## src/rtl/udp_tx_sched_pkg.sv

```systemverilog
// rtl/udp_tx_sched_pkg.sv - result codes and FSM states shared by the UDP TX scheduler
package udp_tx_sched_pkg;

  localparam logic [1:0] RES_NONE    = 2'b00;
  localparam logic [1:0] RES_SENDING = 2'b01;
  localparam logic [1:0] RES_ERR     = 2'b10;
  localparam logic [1:0] RES_SENT    = 2'b11;

  typedef enum logic [2:0] {
    ST_IDLE,
    ST_GRANT,
    ST_START,
    ST_WAIT,
    ST_RELEASE
  } state_e;

endpackage

```

## src/rtl/rr_pick.sv

```systemverilog
// rtl/rr_pick.sv - combinational round-robin pick: first requester after last_winner
module rr_pick #(
  parameter int NUM_PORTS = 4,
  parameter int IDX_W     = $clog2(NUM_PORTS)
) (
  input  logic [NUM_PORTS-1:0] req,
  input  logic [IDX_W-1:0]     last_winner,
  output logic [NUM_PORTS-1:0] winner,
  output logic                 valid
);

  logic [IDX_W-1:0] p;

  // Scan starts one past the last winner and wraps, so the last winner is checked last.
  always_comb begin
    winner = '0;
    valid  = 1'b0;
    p      = '0;
    for (int i = 1; i <= NUM_PORTS; i++) begin
      p = IDX_W'((int'(last_winner) + i) % NUM_PORTS);
      if (!valid && req[p]) begin
        winner[p] = 1'b1;
        valid     = 1'b1;
      end
    end
  end

endmodule

```

## src/rtl/udp_tx_rr_scheduler.sv

```systemverilog
// rtl/udp_tx_rr_scheduler.sv - round-robin grant of the UDP TX core with second-tick watchdog
// Per-port SENT/ERR counters are added when UDP_TX_SCHED_STATS_EN is defined.
module udp_tx_rr_scheduler #(
  parameter int NUM_PORTS    = 4,
  parameter int WDOG_SECONDS = 2
) (
  input  logic                         clk,
  input  logic                         reset,
  input  logic                         second,
  input  logic [NUM_PORTS-1:0]         req,
  output logic [NUM_PORTS-1:0]         gnt,
  output logic [$clog2(NUM_PORTS)-1:0] grant_idx,
  output logic [2*NUM_PORTS-1:0]       port_result,
  output logic                         udp_tx_start,
  input  logic [1:0]                   udp_tx_result,
  output logic                         busy,
  output logic [7:0]                   wdog_aborts
`ifdef UDP_TX_SCHED_STATS_EN
  ,
  output logic [16*NUM_PORTS-1:0]      sent_count,
  output logic [16*NUM_PORTS-1:0]      err_count
`endif
);
  import udp_tx_sched_pkg::*;

  localparam int          IDX_W    = $clog2(NUM_PORTS);
  localparam logic [15:0] WD_LIMIT = 16'(WDOG_SECONDS);

  state_e                 state_q, state_d;
  logic [NUM_PORTS-1:0]   gnt_q, gnt_d;
  logic [IDX_W-1:0]       grant_idx_q, grant_idx_d;
  logic [IDX_W-1:0]       last_winner_q, last_winner_d;
  logic [2*NUM_PORTS-1:0] port_result_q, port_result_d;
  logic                   udp_tx_start_q, udp_tx_start_d;
  logic                   busy_q, busy_d;
  logic [7:0]             wdog_aborts_q, wdog_aborts_d;
  logic [15:0]            wdog_cnt_q, wdog_cnt_d;
  logic [1:0]             code_q, code_d;

  logic [NUM_PORTS-1:0]   pick_onehot;
  logic                   pick_valid;
  logic [IDX_W-1:0]       pick_idx;
  logic                   wdog_fire;
  logic                   core_done;
  logic                   abort;

  rr_pick #(
    .NUM_PORTS (NUM_PORTS),
    .IDX_W     (IDX_W)
  ) u_rr_pick (
    .req         (req),
    .last_winner (last_winner_q),
    .winner      (pick_onehot),
    .valid       (pick_valid)
  );

  always_comb begin
    pick_idx = '0;
    for (int i = 0; i < NUM_PORTS; i++) begin
      if (pick_onehot[i]) pick_idx = IDX_W'(i);
    end
  end

  assign wdog_fire = second && ((wdog_cnt_q + 16'd1) == WD_LIMIT);
  assign core_done = (udp_tx_result == RES_SENT) || (udp_tx_result == RES_ERR);

  always_comb begin
    state_d        = state_q;
    gnt_d          = gnt_q;
    grant_idx_d    = grant_idx_q;
    last_winner_d  = last_winner_q;
    udp_tx_start_d = 1'b0;
    wdog_cnt_d     = wdog_cnt_q;
    wdog_aborts_d  = wdog_aborts_q;
    code_d         = code_q;
    abort          = 1'b0;
    unique case (state_q)
      ST_IDLE: begin
        if (pick_valid) begin
          state_d     = ST_GRANT;
          gnt_d       = pick_onehot;
          grant_idx_d = pick_idx;
          wdog_cnt_d  = '0;
        end
      end
      ST_GRANT: begin
        state_d        = ST_START;
        udp_tx_start_d = 1'b1;
      end
      ST_START: begin
        if (wdog_fire) begin
          abort = 1'b1;
        end else begin
          if (second) wdog_cnt_d = wdog_cnt_q + 16'd1;
          if (udp_tx_result == RES_SENDING) state_d = ST_WAIT;
          else udp_tx_start_d = 1'b1;
        end
      end
      ST_WAIT: begin
        // A core completion in the same cycle as the final tick wins over the abort.
        if (core_done) begin
          code_d  = udp_tx_result;
          state_d = ST_RELEASE;
        end else if (wdog_fire) begin
          abort = 1'b1;
        end else if (second) begin
          wdog_cnt_d = wdog_cnt_q + 16'd1;
        end
      end
      ST_RELEASE: begin
        if (!req[grant_idx_q]) begin
          state_d       = ST_IDLE;
          gnt_d         = '0;
          grant_idx_d   = '0;
          last_winner_d = grant_idx_q;
        end
      end
      default: state_d = ST_IDLE;
    endcase
    if (abort) begin
      code_d  = RES_ERR;
      state_d = ST_RELEASE;
      if (wdog_aborts_q != 8'hFF) wdog_aborts_d = wdog_aborts_q + 8'd1;
    end
    busy_d        = (state_d != ST_IDLE);
    port_result_d = '0;
    if (state_d == ST_START || state_d == ST_WAIT) port_result_d[2*grant_idx_d +: 2] = RES_SENDING;
    else if (state_d == ST_RELEASE) port_result_d[2*grant_idx_d +: 2] = code_d;
  end

  always_ff @(posedge clk or posedge reset) begin
    if (reset) begin
      state_q        <= ST_IDLE;
      gnt_q          <= '0;
      grant_idx_q    <= '0;
      last_winner_q  <= IDX_W'(NUM_PORTS - 1);
      port_result_q  <= '0;
      udp_tx_start_q <= 1'b0;
      busy_q         <= 1'b0;
      wdog_aborts_q  <= '0;
      wdog_cnt_q     <= '0;
      code_q         <= RES_NONE;
    end else begin
      state_q        <= state_d;
      gnt_q          <= gnt_d;
      grant_idx_q    <= grant_idx_d;
      last_winner_q  <= last_winner_d;
      port_result_q  <= port_result_d;
      udp_tx_start_q <= udp_tx_start_d;
      busy_q         <= busy_d;
      wdog_aborts_q  <= wdog_aborts_d;
      wdog_cnt_q     <= wdog_cnt_d;
      code_q         <= code_d;
    end
  end

  assign gnt          = gnt_q;
  assign grant_idx    = grant_idx_q;
  assign port_result  = port_result_q;
  assign udp_tx_start = udp_tx_start_q;
  assign busy         = busy_q;
  assign wdog_aborts  = wdog_aborts_q;

`ifdef UDP_TX_SCHED_STATS_EN
  logic [15:0] sent_q [NUM_PORTS];
  logic [15:0] sent_d [NUM_PORTS];
  logic [15:0] err_q  [NUM_PORTS];
  logic [15:0] err_d  [NUM_PORTS];
  logic        finish_xfer;

  assign finish_xfer = (state_q != ST_RELEASE) && (state_d == ST_RELEASE);

  always_comb begin
    sent_d = sent_q;
    err_d  = err_q;
    if (finish_xfer) begin
      if (code_d == RES_SENT) sent_d[grant_idx_q] = sent_q[grant_idx_q] + 16'd1;
      else err_d[grant_idx_q] = err_q[grant_idx_q] + 16'd1;
    end
  end

  always_ff @(posedge clk or posedge reset) begin
    if (reset) begin
      for (int i = 0; i < NUM_PORTS; i++) begin
        sent_q[i] <= '0;
        err_q[i]  <= '0;
      end
    end else begin
      sent_q <= sent_d;
      err_q  <= err_d;
    end
  end

  for (genvar g = 0; g < NUM_PORTS; g++) begin : g_stats
    assign sent_count[16*g +: 16] = sent_q[g];
    assign err_count[16*g +: 16]  = err_q[g];
  end
`endif

endmodule

```

## config.mk

```make
export PLATFORM = sky130hd
export DESIGN_NAME = udp_tx_rr_scheduler
export DESIGN_NICKNAME = d
export VERILOG_FILES = /design/src/rtl/udp_tx_sched_pkg.sv /design/src/rtl/rr_pick.sv /design/src/rtl/udp_tx_rr_scheduler.sv
export SDC_FILE = /design/constraint.sdc
export NUM_CORES = 1
export LEC_CHECK = 0
export ABC_AREA = 1
export BUFFER_PORTS_ARGS = -buffer_cell sky130_fd_sc_hd__buf_2
export CORE_ASPECT_RATIO = 1.5
export CORE_MARGIN = 2
export CORE_UTILIZATION = 50
export DETAILED_ROUTE_END_ITERATION = 12
export PLACE_DENSITY = 0.76
export SETUP_SLACK_MARGIN = 0.4
export SYNTH_ARGS = -nofsm -noshare
export SYNTH_HDL_FRONTEND = slang
export SYNTH_HIERARCHICAL = 1
export SYNTH_SLANG_ARGS = --single-unit
```

## constraint.sdc

```tcl
create_clock -name clk -period 3.6 [get_ports clk]
set_input_delay 0.54 -clock clk [delete_from_list [all_inputs] [get_ports clk]]
set_output_delay 0.54 -clock clk [all_outputs]
set_load 0.005 [all_outputs]
```

==> flow_summary.toml <==
[sta]
tightest_slew_ps = 989.8
tns_ps = 0
setup_viol = 0
fin_skew_ps = 9.195
period_share = 0.8084
hold_viol = 0
max_slew_margin = 0.3392
max_clock_freq_mhz = 343.6
fin_crit_ps = 2910
rsz0062_at_grt = "false"
slew_viol_final = 0

[synthesis]
synth_area_leaders = "dfrtp_1 (33%), nand2_1 (19%), nand3_1 (9.2%)"
syn_inst = 501
netlist.area_leader.share = 0.3322
synth_edf_count = 0
ys_warn_count = 6
netlist_area_um2 = 3390
synth.most_common_cell = "nand2_1"
async_reset_ff_frac = 1.000
ys.flop_type = "dfrtp_1"
yosysTopAreaCell = "dfrtp_1"
syn_nets = 525
yosys_register_bits = 47
synth_cell_types = 35
synth_common_cells = "nand2_1 (173), inv_1 (68), nand3_1 (62), nor2_1 (57), dfrtp_1 (45)"
avgSynthCellArea_um2 = 6.765
yosysSeqAreaShare = 0.3477

[placed_design]
port_buffers = 32
place_hpwl_um = 5905
gp_congestion = 0.8945

[worst_setup_path]
crit_path_cell_trace = "inv_2 > ha_4 > inv_1 > nand3_4 > nand2_4 > nand2_2 > nor2_4 > nand3_1 > nand2_1 > inv_1 > a21oi_1 > o22ai_2 > inv_1 > ha_2 > nor3_2 > nand3_1 > o21ai_0"
critPathLaunchType = "flip-flop"
cpMostUsedCell = "inv_1"
worstPathMaxFanout = 10
crit_arrival_ps = 3140
worstPathRequired_ps = 3830
cp_slowest_cell = "dfstp_2"
cp-end-kind = "flip-flop"
cpPeakStageDelay_ps = 560
criticalPathCategory = "flip-flop to flip-flop"

[cts]
clock_sinks = 47
clk_latency_ps = 310
ctsRootBufferMaster = "clkbuf_8"
hold_buffers = 0
clk_pin_slew_worst_paths_ps = 90
numCtsBuffers = 5
cts.htree.levels = 2
cts_tree = "built"
cts_buffer_depth = 2

[route]
num_vias = 3272
drtAntennaViolNets = 0
avgViaCountPerCell = 5.303
avgRoutedWirePerCell_um = 12.74
firstDrtPassIters = 4
routed_wl_um = 7858
drc = 0
drt_iter0_markers = 139

[global_route]
track_usage = 0.2264
grt_pass1_wl_um = 13870
grt_max_degree = 48
antenna_found_initial = 0
grt-ovfl-total = 0
grt_pass1_vias = 3275

[power]
p_int_mw = 1.402
p_clk_frac = 0.141
ir_worst_vdd_v = 0.0006089
seqPwrFrac = 0.263
power.switching_mw = 1.412
p_leak_nw = 2.048
p_per_area_nw_per_um2 = 740.5
sw_frac_of_total = 0.5019
comb_power_share = 0.596

[finish]
seq_area_um2 = 1179
areaGrowthSynthToFinish_pct = 12.11
final_util = 0.5818
multiInputGateArea_um2 = 1948
nets = 564
drive_above_1_share = 0.1627
num_antenna_cells = 0
fillers = 619

[floorplanning]
num_rows = 36
io_pins = 33
fp.dieH_um = 104.8
fp.dieW_um = 71.23
coreArea_um2 = 6531
initial_utilization = 0.5190
die-area_um2 = 7467

[hold_path]
holdCritPathClass = "input pin to asynchronous set/reset pin"

[outcome]
status = "finished, final reports clean"

[flow_run]
maxCapViolations = 0
metrics by stage:
stage | std cells | setup WS, ps | hold WS [ps] | total power [mW] | cell area [um^2]
2_1_floorplan | 501 | 412.9 | 472.6 | 1.905 | 3390
3_3_place_gp | 606 | 477.4 | 470.9 | 2.238 | 3628
3_5_place_dp | 606 | 317.9 | 470.1 | 2.298 | 3628
4_1_cts | 615 | 429.3 | 493.1 | 2.728 | 3754
5_1_grt | 617 | 374.7 | 532.8 | 3.086 | 3800
6_report | 617 | 689.8 | 452.7 | 2.814 | 3800
area by class of cell:
| class | instances | share of cell area |
|---|---|---|
| clock inverters | 2 | 0.009878 |
| clock buffers | 6 | 0.01910 |
| multi-input cells | 377 | 0.5127 |
| inverters | 72 | 0.07112 |
| well taps | 76 | 0.02502 |
| flip-flops and latches | 47 | 0.3102 |
| repair buffers | 37 | 0.05203 |
cells by family (layout without fill, tap and decap cells):
| logic type | Yosys count | count (layout) | synth area share |
|---|---|---|---|
| fa+ha+maj | 15 | 15 | 0.05537 |
| xor+xnor | 5 | 5 | 0.01292 |
| buf+inv | 77 | 117 | 0.08896 |
| flops | 47 | 47 | 0.3477 |
| compound gates | 24 | 24 | 0.04467 |
| simple gates | 333 | 333 | 0.4503 |
power groups by stage:
stage / clock, mW / sequential, mW / combinational (mW)
floorplan: 0 / 0.755 / 1.15
global placement: 0 / 0.761 / 1.48
detailed placement: 0 / 0.766 / 1.53
CTS: 0.403 / 0.743 / 1.58
global route: 0.420 / 0.754 / 1.91
finish: 0.396 / 0.740 / 1.68
worst max-delay path, delay by kind of cell, from the launching register on:
family	cells	cell delay [ps]
and+or+nand+nor	8	920
adders and majority gates	2	610
DFF	1	560
AOI/OAI and AO/OA	3	320
buffers and inverters	4	430
path summary, 6_finish.rpt:
check                                             start                         end  slack [ps]  depth (start not counted)
setup / recovery           last_winner_q[0]$_DFFE_PP1P_    port_result[0]$_DFF_PP0_         690                         17
hold / removal                                    reset  wdog_aborts[6]$_DFFE_PP0P_         450                          2
setup reg to reg           last_winner_q[0]$_DFFE_PP1P_    port_result[0]$_DFF_PP0_         690                         17
hold reg to reg                      gnt[3]$_DFFE_PP0P_          gnt[3]$_DFFE_PP0P_         500                          2
max in group asynchronous                         reset          gnt[1]$_DFFE_PP0P_        2530                          2
min in group clk                     gnt[3]$_DFFE_PP0P_          gnt[3]$_DFFE_PP0P_         500                          2
sequential cells by signal (all words and copies together), names as in the netlist:
name           flops
port_result        8
wdog_aborts        8
udp_tx_start       1
grant_idx          2
wdog_cnt_q        16
last_winner_q      2
busy               1
state_q            3
code_q             2
gnt                4
cell usage in the layout (no fill, tap or decap), types with 3 or more instances in the layout:
| cell | netlist | layout |
|---|---|---|
| a21oi_1 | 7 | 7 |
| buf_2 | 1 | 32 |
| buf_4 | 1 | 5 |
| clkbuf_8 | 0 | 5 |
| dfrtp_1 | 45 | 45 |
| ha_1 | 15 | 13 |
| inv_1 | 68 | 65 |
| inv_2 | 2 | 5 |
| nand2_1 | 173 | 170 |
| nand2_2 | 6 | 9 |
| nand3_1 | 62 | 62 |
| nand3_2 | 3 | 3 |
| nand3_4 | 3 | 3 |
| nand4_1 | 11 | 11 |
| nor2_1 | 57 | 55 |
| nor2_2 | 4 | 6 |
| nor2_4 | 5 | 5 |
| o21ai_0 | 9 | 9 |
| xor2_1 | 3 | 3 |
repair_timing:
action / in CTS / in global routing
endpoints found under the setup margin: 4 / 24
setup buffers: 1 / 2
pin swaps: 0 / 0
resized for setup: 2 / 9
routing by layer:
| metal | global-route usage | share of wire | vias to the layer above |
|---|---|---|---|
| li1 | - | - | 1646 |
| met1 | 0.2372 | 0.38 | 1543 |
| met2 | 0.4345 | 0.57 | 63 |
| met3 | 0.02797 | 0.026 | 20 |
| met4 | 0.09704 | 0.031 | 0 |
| met5 | 0 | 0 | - |
No activity file was read; power rests on OpenSTA's default activity.
